<file path="src/rtl/des_sbox_pipe.sv">
// rtl/des_sbox_pipe.sv - pipelined DES S-box substitution stage with valid/ready handshake
// Key XOR plus all eight S-boxes; one or two register stages with full backpressure.
module des_sbox_pipe #(
  parameter int PIPE_DEPTH = 2,
  parameter int CNT_W      = 16
) (
  input  logic             clk,
  input  logic             rst_n,
  input  logic             in_valid,
  output logic             in_ready,
  input  logic [47:0]      in_data,
  input  logic [47:0]      in_key,
  output logic             out_valid,
  input  logic             out_ready,
  output logic [31:0]      out_data,
  output logic [CNT_W-1:0] xfer_count
);

  // Indexed [sbox][row][column]; each 64-bit word is one table row, column 0 in the top nibble.
  localparam logic [0:7][0:3][0:15][3:0] SBOX = {
    64'hE4D12FB83A6C5907, 64'h0F74E2D1A6CB9538, 64'h41E8D62BFC973A50, 64'hFC8249175B3EA06D,
    64'hF18E6B34972DC05A, 64'h3D47F28EC01A69B5, 64'h0E7BA4D158C6932F, 64'hD8A13F42B67C05E9,
    64'hA09E63F51DC7B428, 64'hD709346A285ECBF1, 64'hD6498F30B12C5AE7, 64'h1AD069874FE3B52C,
    64'h7DE3069A1285BC4F, 64'hD8B56F03472C1AE9, 64'hA690CB7DF13E5284, 64'h3F06A1D8945BC72E,
    64'h2C417AB6853FD0E9, 64'hEB2C47D150FA3986, 64'h421BAD78F9C5630E, 64'hB8C71E2D6F09A453,
    64'hC1AF92680D34E75B, 64'hAF427C9561DE0B38, 64'h9EF528C3704A1DB6, 64'h432C95FABE17608D,
    64'h4B2EF08D3C975A61, 64'hD0B7491AE35C2F86, 64'h14BDC37EAF680592, 64'h6BD814A7950FE23C,
    64'hD2846FB1A93E50C7, 64'h1FD8A374C56B0E92, 64'h7B419CE206ADF358, 64'h21E74A8DFC90356B
  };

  function automatic logic [31:0] sboxLookup(input logic [47:0] x);
    logic [47:0] rest;
    logic [5:0]  f;
    logic [2:0]  lane;
    logic [31:0] res;
    rest = x;
    lane = '0;
    res  = '0;
    for (int i = 0; i < 8; i++) begin
      f    = rest[47:42];
      res  = {res[27:0], SBOX[lane][{f[5], f[0]}][f[4:1]]};
      rest = rest << 6;
      lane = lane + 3'd1;
    end
    return res;
  endfunction

  logic             feedValid;
  logic [47:0]      feedXor;
  logic             outLoad;
  logic             outValidQ;
  logic [31:0]      outDataQ;
  logic [CNT_W-1:0] countQ;

  // The output stage refills whenever it is empty or draining this cycle.
  assign outLoad = feedValid && (!outValidQ || out_ready);

  generate
    if (PIPE_DEPTH == 1) begin : gDirect
      assign feedValid = in_valid;
      assign feedXor   = in_data ^ in_key;
      assign in_ready  = !outValidQ || out_ready;
    end else begin : gStaged
      logic        s1Valid;
      logic [47:0] s1Xor;

      assign in_ready  = !s1Valid || outLoad;
      assign feedValid = s1Valid;
      assign feedXor   = s1Xor;

      always_ff @(posedge clk) begin
        if (!rst_n) begin
          s1Valid <= 1'b0;
          s1Xor   <= '0;
        end else if (in_ready) begin
          s1Valid <= in_valid;
          if (in_valid) s1Xor <= in_data ^ in_key;
        end
      end
    end
  endgenerate

  always_ff @(posedge clk) begin
    if (!rst_n) begin
      outValidQ <= 1'b0;
      outDataQ  <= '0;
    end else if (outLoad) begin
      outValidQ <= 1'b1;
      outDataQ  <= sboxLookup(feedXor);
    end else if (out_ready) begin
      outValidQ <= 1'b0;
    end
  end

  always_ff @(posedge clk) begin
    if (!rst_n) countQ <= '0;
    else if (outValidQ && out_ready) countQ <= countQ + CNT_W'(1);
  end

  assign out_valid  = outValidQ;
  assign out_data   = outDataQ;
  assign xfer_count = countQ;

endmodule

</file>
<file path="config.mk">
export PLATFORM = sky130hd
export DESIGN_NAME = des_sbox_pipe
export DESIGN_NICKNAME = d
export VERILOG_FILES = /design/src/rtl/des_sbox_pipe.sv
export SDC_FILE = /design/constraint.sdc
export NUM_CORES = 1
export LEC_CHECK = 0
export CAP_MARGIN = 20
export CORE_MARGIN = 3
export CORE_UTILIZATION = 50
export DETAILED_ROUTE_END_ITERATION = 8
export GPL_ROUTABILITY_DRIVEN = 0
export PLACE_DENSITY_LB_ADDON = 0.15
export SLEW_MARGIN = 20
export SYNTH_ARGS = -nofsm -noshare
export SYNTH_HDL_FRONTEND = slang
export SYNTH_SLANG_ARGS = --single-unit
</file>
<file path="constraint.sdc">
create_clock -name clk -period 2.9 [get_ports clk]
set_clock_uncertainty 0.2 [all_clocks]
set_input_delay 0.58 -clock clk [delete_from_list [all_inputs] [get_ports clk]]
set_output_delay 0.58 -clock clk [all_outputs]
set_load 0.05 [all_outputs]
</file>
Word-level counts from Yosys, hierarchy flattened
Index checks and enable logic that the tools add are counted.
{"block": "totals", "register_bits": 98, "inputBits": 100, "output_inout_bits": 50, "elab_cells": 97}
{"block": "classes", "addsub": 1, "order_cmp": 16, "n_mux": 50, "n_bitwise": 17, "n_reduce_logical": 8}
{"cell": "64-bit binary-select mux with 2-bit select", "count": 8}
{"cell": "64-bit two-way mux", "count": 16}
{"cell": "4-bit binary-select mux with 4-bit select", "count": 8}
{"cell": "4-bit two-way mux", "count": 16}
{"cell": "48-bit XOR", "count": 1}
{"cell": "5-bit >= comparator (second input constant)", "count": 8}
{"cell": "4-bit inverter with 5-bit output", "count": 8}
{"cell": "3-bit >= comparator (second input constant)", "count": 8}
{"cell": "2-bit inverter with 3-bit output", "count": 8}
{"cell": "16-bit by 1-bit adder with 16-bit output (second input constant)", "count": 1}
{"cell": "1-bit logical AND", "count": 2}
{"cell": "1-bit logical NOT", "count": 2}
{"cell": "1-bit logical OR", "count": 2}
{"cell": "1-bit two-way mux", "count": 2}
{"cell": "2-bit AND reduction", "count": 1}
{"cell": "2-bit nonzero test", "count": 1}

Depth between registers and ports, before layout
Gate-level depths: netlist (run 1).
{"block": "logic_depth", "word_depth": 7, "ltp_mapped": 9, "mapped_depth_nobuf": 7}

Worst setup path after synthesis (run 1)
No wires, ideal clock.
{"block": "synth_path", "path_kind": "register -> register", "startpoint": "register gStaged.s1Xor[41] (netlist: feedXor[41])", "endpoint": "register outDataQ[26] (netlist: out_data[26])", "setup_ps": 123, "t_arrival_ps": 2238, "required_ps": 2577, "path_slack_ps": 339, "stages_incl_launch_ff": 10, "n_path_buf": 2, "period_less_slack_ps": 2561, "path_cell_list": "dfxtp_1 clkbuf_1 inv_1 ha_1 clkbuf_1 nor2_1 a21oi_1 mux4_2 a221oi_1 nor2_1"}
{"block": "synth_via", "elab_chain_len": 7}
{"item": "start, declared", "line_no": "65", "rtl": "logic [47:0] s1Xor;"}
{"item": "start signal, assigned", "line_no": "77", "rtl": "if (in_valid) s1Xor <= in_data ^ in_key;"}
{"item": "2-bit inverter with 3-bit output (not written as such)", "line_no": "41", "rtl": "res = {res[27:0], SBOX[lane][{f[5], f[0]}][f[4:1]]};"}
{"item": "64-bit binary-select mux with 2-bit select", "line_no": "41"}
{"item": "64-bit two-way mux (not written as such) (2 in series)", "line_no": "41"}
{"item": "4-bit binary-select mux with 4-bit select", "line_no": "41"}
{"item": "4-bit two-way mux (not written as such) (2 in series)", "line_no": "41"}
{"item": "end signal, assigned", "line_no": "89", "rtl": "outDataQ <= sboxLookup(feedXor);"}
{"item": "end, declared", "line_no": "52", "rtl": "logic [31:0] outDataQ;"}
No other way between the ends. The select of a mux whose other input is x is not followed.
A chain may end at the register's enable or synchronous reset.

Worst setup path in the final report (run 1)
{"block": "layout_path", "startpoint": "register gStaged.s1Xor[23] (netlist: feedXor[23])", "endpoint": "register outDataQ[15] (netlist: out_data[15])"}
The elaborated chain is that of the path after synthesis.

==> flow_summary.toml, run 1 <==
[yosys]
synth.area.top_cells = "dfxtp_1 23%, ha_1 9.3%, xnor2_1 6.7%"
synth_cell_types = 65
synth_fp_nets = 1257
async_flop_share = 0
netlist.area_leader.share = 0.227
seq_area_frac_synth = 0.227
ys_warn_count = 0
yosys.area.top_type = "dfxtp_1"
yosys_most_used_dff = "dfxtp_1"
synth_seq_cells = 98
syn_area_um2 = 8640
synth_area_per_cell_um2 = 7.90
synth_edf_count = 0
syn_inst = 1093

[routing]
first_pass_iters = 5
dr_total_vias = 8362
viasPerCell = 5.88
drtIter0Drc = 444
avgRoutedWirePerCell_um = 15.6
drc_errors = 0
drtAntennaViolNets = 0
drt_wl_total_um = 22200

[floorplan]
coreArea_um2 = 16800
dieArea_um2 = 18900
io_pins = 150
row_count = 47
start_util = 0.515
fp.dieH_um = 137
die_w_um = 137

[layout]
multiInputGateArea_um2 = 6090
nFillCells = 1481
syn2layout_area_growth_pct = 23.7
n_antenna_cell = 0
stdcell_area_um2 = 10700
seq_area_um2 = 1960
final_cell_mix = "148 x clkdlybuf4s50_1, 133 x nor2_1, 98 x dfxtp_1"
layout-drive-gt1-share = 0.0774
nets = 1360
final_common_cell = "clkdlybuf4s50_1"

[clocking]
cts_setup_buffers = 0
htree_num_levels = 3
clkLatencyLatePin_ps = 350
cts_tree = "built"
cts_buffer_depth = 2
path_clk_slew_ps = 70
clock-sinks = 98
postCtsHoldBufs = 0
cts_buffers = 9
ctsRootBufferMaster = "clkbuf_16"
cts-resized-gates = 0

[global_route]
grt_usage = 0.232
grt_pass1_vias = 7367
grt_max_degree = 47
grt_first_pass_wirelength_um = 36000
antenna_found_initial = 0
grt-ovfl-total = 0

[setup_path]
cpMaxStageDelayCell = "dfxtp_1"
r2r-end = "out_data[15]"
critPathMaxFanout = 10
cp_common_cell = "nor3_1"
critPathKind = "flop to flop"
cp-end-kind = "flop"
reg2reg_depth = 7
critPathCapture = "out_data[15]"
startpoint = "feedXor[23]"
arrival_ps = 2560
startpoint_type = "flop"
rr_startpoint = "feedXor[23]"
crit_chain = "inv_1 > ha_1 > nor2b_1 > a21oi_1 > mux4_2 > nor3_1 > nor3_1"
slowest_delay_ps = 510
crit_required_ps = 2940
r2r_slack_ps = 380

[sta]
worstMarginPinSlew_ps = 837
setup_tns_ps = 0
fin_ws_ps = 382
max_freq_mhz = 397
setup_violations = 0
relSlewSlack = 0.441
period_needed_ps = 2520
hold_viol_final = 0
grt_setup_unrepaired = "false"
whs_ps = 281
drv_slew = 0
min_period_over_period = 0.868

[place]
io_buffers = 149
hpwl_um = 16200
dp_worst_setup_slack_ps = 277
postPlaceCellArea_um2 = 10300

[power_and_ir_drop]
total_power_w = 0.00479
vdd_drop_max_v = 0.000378
p_leak_nw = 3.91
powerDensity_nw_per_um2 = 448

[min_path]
hold_path_depth = 1
holdCritPathClass = "flop to flop"

[job]
cap_violations = 0

[outcome]
status = "finished, final reports clean"
## power breakdown
part / internal, W / total (W) / leakage, nW / switching (W)
clock: 0.000936 / 0.00147 / 0.177 / 0.000538
sequential: 0.00144 / 0.00164 / 0.808 / 0.000194
combinational: 0.000801 / 0.00168 / 2.93 / 0.000876
total: 0.00318 / 0.00479 / 3.91 / 0.00161
## sequential cells by signal, indices dropped and copies added, names as in the netlist
register	count
out_data	32
out_valid	1
feedValid	1
xfer_count	16
feedXor	48
## cell usage after synthesis, types with 14 or more instances
master	n
xnor2_1	66
nor3_1	29
mux2i_1	25
nand3_1	22
nor2b_1	14
nor2_1	133
a211oi_1	73
o211ai_1	17
buf_2	35
dfxtp_1	98
nand2_1	70
clkbuf_1	51
nand2b_1	22
ha_1	64
inv_1	42
mux4_2	24
a21oi_1	62
a31oi_1	22
o21ai_0	61
## routing by layer
metal,routed length (um),vias up,share of wire,GRT usage
met3,1490,33,0.067,0.0318
met5,0,-,0,0
met2,10400,283,0.47,0.374
met4,455,0,0.021,0.0804
li1,-,4180,-,-
met1,9840,3866,0.44,0.318
## area by class of cell
| cell class | count | share of cell area |
|---|---|---|
| Timing Repair Buffer | 189 | 0.170 |
| Sequential cell | 98 | 0.184 |
| Clock buffer | 10 | 0.0214 |
| Multi-Input combinational cell | 853 | 0.571 |
| Clock inverter | 6 | 0.0129 |
| Tap cell | 220 | 0.0258 |
| Inverter | 45 | 0.0158 |
## per-stage QoR
step / utilization / cells
5_1_grt: 0.637 / 1421
4_1_cts: 0.637 / 1421
3_3_place_gp: 0.615 / 1405
3_5_place_dp: 0.615 / 1405
2_1_floorplan: - / 1093
6_report: 0.637 / 1421
## worst min path at each step
stage	from	end	slack, ps
after floorplan	feedValid	out_valid	300
final	out_data[24]	out_data[24]	280
after CTS	out_data[24]	out_data[24]	280
after detailed placement	out_data[24]	out_data[24]	260
after global routing	out_data[24]	out_data[24]	300
after global placement	out_data[8]	out_data[8]	250
## critical path, delay by kind of cell, from the launching register on
kind                       cells  cell delay, ps
and+or+nand+nor                3             630
DFF                            1             510
muxes                          1             480
adders and majority gates      1             390
buffers and inverters          1             150
AOI/OAI and AO/OA              1              70
## kinds of logic (layout without fill, tap and decap cells)
family / count (synthesis) / after routing / synth area share
AOI/OAI and AO/OA: 329 / 329 / 0.260
and+or+nand+nor: 328 / 328 / 0.174
buffers and inverters: 142 / 250 / 0.0685
DFF: 98 / 98 / 0.227
xor gates and xnor gates: 77 / 77 / 0.0781
adders and majority gates: 64 / 64 / 0.0927
muxes: 55 / 55 / 0.0994
Power figures use the tool's default switching activity.
==> inputs of run 2 (changes only) <==
--- a/config.mk
+++ b/config.mk
@@ -7,7 +7,7 @@
 export LEC_CHECK = 0
 export CAP_MARGIN = 20
 export CORE_MARGIN = 3
-export CORE_UTILIZATION = 50
+export CORE_UTILIZATION = 55
 export DETAILED_ROUTE_END_ITERATION = 8
 export GPL_ROUTABILITY_DRIVEN = 0
 export PLACE_DENSITY_LB_ADDON = 0.15
==> run 2 against run 1 <==
Non-clock buffer count is 2 higher. Clock-buffer cell count stayed put. Register-to-register slack hardly changed. Utilization is 6.0 points higher. Critical path type unchanged. Largest cell class unchanged. Routed wire length is 1.6% lower. Worst hold slack worse by 16 ps. Highest routed layer unchanged. Global-route usage is 1.4 points higher. Maximum frequency is 0.13% higher.
==> flow_summary.toml, run 2 (synthesis results as in run 1) <==
[floorplan]
io_pins = 150
die_w_um = 131
fp.dieH_um = 131
row_count = 45
coreArea_um2 = 15300
dieArea_um2 = 17200
start_util = 0.566

[global_route]
grt_first_pass_wirelength_um = 36600
antenna_found_initial = 0
use_met2 = 0.401
grt-ovfl-total = 0
grt_use_met3 = 0.0325
grt-busiest-layer = "met2"
grt_max_degree = 55
grt_usage = 0.246
grt_pass1_vias = 7568
met1_usage = 0.342

[routing]
drtAntennaViolNets = 0
first_pass_iters = 5
drt_wl_total_um = 21800
drtIter0Drc = 632
viasPerCell = 5.93
drc_errors = 0
dr_total_vias = 8391
avgRoutedWirePerCell_um = 15.4

[layout]
layout-drive-gt1-share = 0.0798
finish.utilization = 0.697
final_common_cell = "clkdlybuf4s50_1"
nets = 1362
final_cell_mix = "148 x clkdlybuf4s50_1, 133 x nor2_1, 98 x dfxtp_1"
n_antenna_cell = 0
largest_register_ffs = 48
syn2layout_area_growth_pct = 23.1
stdcell_area_um2 = 10600

[place]
io_buffers = 149
postPlaceCellArea_um2 = 10300
hpwl_um = 15700

[setup_path]
cpMaxStageDelayCell = "mux4_2"
slowest_delay_ps = 500
crit_chain = "inv_1 > ha_1 > mux4_2 > mux2_2 > a311oi_1"
rr_startpoint = "feedXor[6]"
critPathKind = "flop to flop"
critPathMaxFanout = 12
path_buf_inv = 1
r2r-end = "out_data[7]"
r2r_slack_ps = 390
reg2reg_depth = 5
startpoint_type = "flop"
arrival_ps = 2570
crit_required_ps = 2960
cp_top_family = "multiplexers"
cp-end-kind = "flop"

[sta]
worstMarginPinSlew_ps = 958
drv_slew = 0
min_period_over_period = 0.867
relSlewSlack = 0.360
hold_viol_final = 0
setup_violations = 0
setup_tns_ps = 0
period_needed_ps = 2510
max_freq_mhz = 398
whs_ps = 265
grt_setup_unrepaired = "false"

[min_path]
min_to = "out_data[24]"
holdCritPathClass = "flop to flop"
min-delay-start = "out_data[24]"
hold_path_depth = 1

[clocking]
cts-resized-gates = 0
cts_setup_buffers = 0
path_clk_slew_ps = 70
clock-sinks = 98
cts_tree = "built"
clkLatencyLatePin_ps = 350
htree_num_levels = 3
cts_buffer_depth = 2
cts_buffers = 9
postCtsHoldBufs = 0
ctsRootBufferMaster = "clkbuf_16"

[job]
cap_violations = 0

[power_and_ir_drop]
p_leak_nw = 3.90
powerDensity_nw_per_um2 = 428
total_power_w = 0.00456
vdd_drop_max_v = 0.000373

[outcome]
status = "finished, final reports clean"
## run 2: cell count changes in the layout (fill, tap and decap cells not counted), sizes merged
cell / previous run / this run
clkinvlp: 0 / 1
clkinv: 1 / 3
bufinv: 4 / 1
buf: 41 / 43
## run 2: through the flow
step	setup WS, ps	std cells
4_1_cts	410	1414
5_1_grt	292	1414
3_3_place_gp	296	1398
2_1_floorplan	339	1093
6_report	385	1414
3_5_place_dp	281	1398
## run 2: how the worst max path moves through the flow
stage,start,end,depth (start not counted)
2_1_floorplan,feedXor[41],out_data[26],9
4_1_cts,feedXor[6],out_data[7],5
3_3_place_gp,out_ready,out_data[16],6
6_report,feedXor[6],out_data[7],5
5_1_grt,feedXor[6],out_data[7],5
3_5_place_dp,out_ready,out_data[16],6
## run 2: final cells by class
class,instances,area (um2)
timing repair buffer,191,1840
clock buffer,10,239
inverter,45,169
fill,1273,4620
clock inverter,6,65.1
tap,211,264
multi-input combinational,853,6090
sequential,98,1960
## run 2: worst reg2reg max path: stages, from the launching register on
cell	delay, ps
dfxtp_1	490
inv_1	180
ha_1	480
mux4_2	500
mux2_2	290
a311oi_1	280
## run 2: power breakdown
group	leakage, nW	total (W)	switching [W]	internal (W)
combinational	2.94	0.00169	0.000882	0.000807
clock	0.149	0.00124	0.000544	0.000694
sequential	0.808	0.00163	0.000187	0.00144
total	3.90	0.00456	0.00161	0.00294
## run 2: metal layers
metal  part of all wire  wire length (um)
met2               0.47             10200
met3              0.060              1300
met5                  0                 0
met4              0.016               357
met1               0.46              9920
==> inputs of run 3 (changes only) <==
--- a/config.mk
+++ b/config.mk
@@ -6,11 +6,11 @@
 export NUM_CORES = 1
 export LEC_CHECK = 0
 export CAP_MARGIN = 20
-export CORE_MARGIN = 3
+export CORE_MARGIN = 4
 export CORE_UTILIZATION = 55
 export DETAILED_ROUTE_END_ITERATION = 8
 export GPL_ROUTABILITY_DRIVEN = 0
-export PLACE_DENSITY_LB_ADDON = 0.15
+export PLACE_DENSITY = 0.92
 export SLEW_MARGIN = 20
 export SYNTH_ARGS = -nofsm -noshare
 export SYNTH_HDL_FRONTEND = slang
==> constraint.sdc (replaced) <==
create_clock -name clk -period 2.4 [get_ports clk]
set_clock_uncertainty 0.2 [all_clocks]
set_input_delay 0.48 -clock clk [delete_from_list [all_inputs] [get_ports clk]]
set_output_delay 0.48 -clock clk [all_outputs]
set_load 0.05 [all_outputs]
==> run 3 against run 2 <==
Sequential power grew 19%. Worst hold slack gained 15 ps. Combinational power grew 30%. Critical path depth shrank 4. Non-clock buffer count grew 28. Clock-buffer cell count grew 2. Via count grew 6.4%. Worst setup slack lost 290 ps. Largest cell class unchanged. Highest routed layer unchanged.
==> flow_summary.toml, run 3 (synthesis results as in run 1) <==
[clocking]
postCtsHoldBufs = 0
cts_tree = "built"
clock-sinks = 98
cts-resized-gates = 0
cts_buffer_depth = 2
clkLatencyLatePin_ps = 350
htree_num_levels = 3
cts_buffers = 9
ctsRootBufferMaster = "clkbuf_16"
cts_setup_buffers = 0
path_clk_slew_ps = 70

[global_route]
grt-ovfl-total = 0
grt_pass1_vias = 8421
grt_first_pass_wirelength_um = 39700
antenna_found_initial = 0
grt_max_degree = 32
grt_usage = 0.264

[sta]
fin_ws_ps = 97.9
relSlewSlack = 0.458
period_needed_ps = 2300
grt_setup_unrepaired = "false"
drv_slew = 0
hold_viol_final = 0
worstMarginPinSlew_ps = 812
setup_violations = 0
min_period_over_period = 0.959
max_freq_mhz = 434

[setup_path]
slowest_delay_ps = 850
critPathMaxFanout = 6
crit_required_ps = 1720
cpMaxStageDelayCell = "clkdlybuf4s50_1"
cp-end-kind = "output port"
arrival_ps = 1620
startpoint_type = "flop"
crit_chain = "clkdlybuf4s50_1"
critPathKind = "flop to output port"
path_buf_inv = 1
cp_top_family = "buffers and inverters"

[power_and_ir_drop]
vdd_drop_max_v = 0.000398
powerDensity_nw_per_um2 = 512
p_leak_nw = 4.04

[layout]
final_cell_mix = "148 x clkdlybuf4s50_1, 133 x nor2_1, 96 x dfxtp_1"
nFillCells = 1160
layoutNonFillerInstCount = 1441
layout-drive-gt1-share = 0.104
final_common_cell = "clkdlybuf4s50_1"
n_antenna_cell = 0
largest_register_ffs = 48
syn2layout_area_growth_pct = 26.2
multiInputGateArea_um2 = 6100
stdcell_area_um2 = 10900
seq_area_um2 = 1960
nets = 1390

[floorplan]
die_w_um = 133
io_pins = 150
start_util = 0.564
fp.dieH_um = 133
row_count = 45
coreArea_um2 = 15300
dieArea_um2 = 17800

[place]
hpwl_um = 17900
dp_worst_setup_slack_ps = -112
dp_cells = 1426
postPlaceCellArea_um2 = 10600
io_buffers = 149

[routing]
dr_total_vias = 8929
drc_errors = 0
avgRoutedWirePerCell_um = 16.6
drtAntennaViolNets = 0
viasPerCell = 6.20
drtIter0Drc = 892
first_pass_iters = 5
drt_wl_total_um = 23900

[outcome]
status = "finished, final reports clean"

[job]
cap_violations = 0

[min_path]
holdCritPathClass = "flop to flop"
## run 3: cell types whose count changed in the layout (fill, tap and decap cells not counted), sizes merged
| cell | before | now |
|---|---|---|
| clkbuf | 10 | 12 |
| buf | 43 | 71 |
| inv | 46 | 45 |
| clkinv | 3 | 2 |
| clkinvlp | 1 | 0 |
## run 3: per-stage QoR
step | TNS [ps] | power [W] | hold slack, ps | utilization
floorplan | -28.9 | 0.00340 | 289 | -
global placement | -126 | 0.00404 | 254 | 0.692
detailed placement | -223 | 0.00411 | 270 | 0.692
CTS | 0 | 0.00557 | 285 | 0.711
global route | 0 | 0.00588 | 309 | 0.712
finish | 0 | 0.00559 | 281 | 0.712
## run 3: worst paths after layout
| check | start | end | slack (ps) | depth (start not counted) |
|---|---|---|---|---|
| setup / recovery | xfer_count[3] | xfer_count[3] | 100 | 1 |
| hold / removal | out_data[12] | out_data[12] | 280 | 1 |
| hold reg to reg | out_data[12] | out_data[12] | 280 | 1 |
| setup reg to reg | feedXor[24] | out_data[17] | 130 | 7 |
## run 3: worst register-to-register path: cells and delay by family (launching register included)
kind | cells | cell delay (ps)
adder cells (fa/ha/maj) | 1 | 320
multiplexers | 2 | 730
buffers and inverters | 1 | 60
AO/OA/AOI/OAI | 1 | 130
flip-flops | 1 | 330
AND/OR/NAND/NOR | 2 | 440
## run 3: layout make-up
| type | instances | area share |
|---|---|---|
| multi-input cells | 853 | 0.560 |
| repair buffers | 219 | 0.194 |
| flip-flops and latches | 98 | 0.180 |
| well taps | 211 | 0.0242 |
| clock inverters | 3 | 0.00367 |
| inverters | 45 | 0.0155 |
| clock buffers | 12 | 0.0226 |
## run 3: where the power goes
part           switching, W  total (W)  internal (W)
clock network      0.000625    0.00145      0.000829
registers          0.000199    0.00194       0.00174
logic               0.00116    0.00219       0.00103
## run 3: layer usage
layer / up-vias / track usage / wire length [um]
li1: 4247 / - / -
met1: 4167 / 0.319 / 9610
met2: 440 / 0.460 / 11800
met3: 75 / 0.0574 / 1800
met4: 0 / 0.0960 / 742
met5: - / 0 / 0
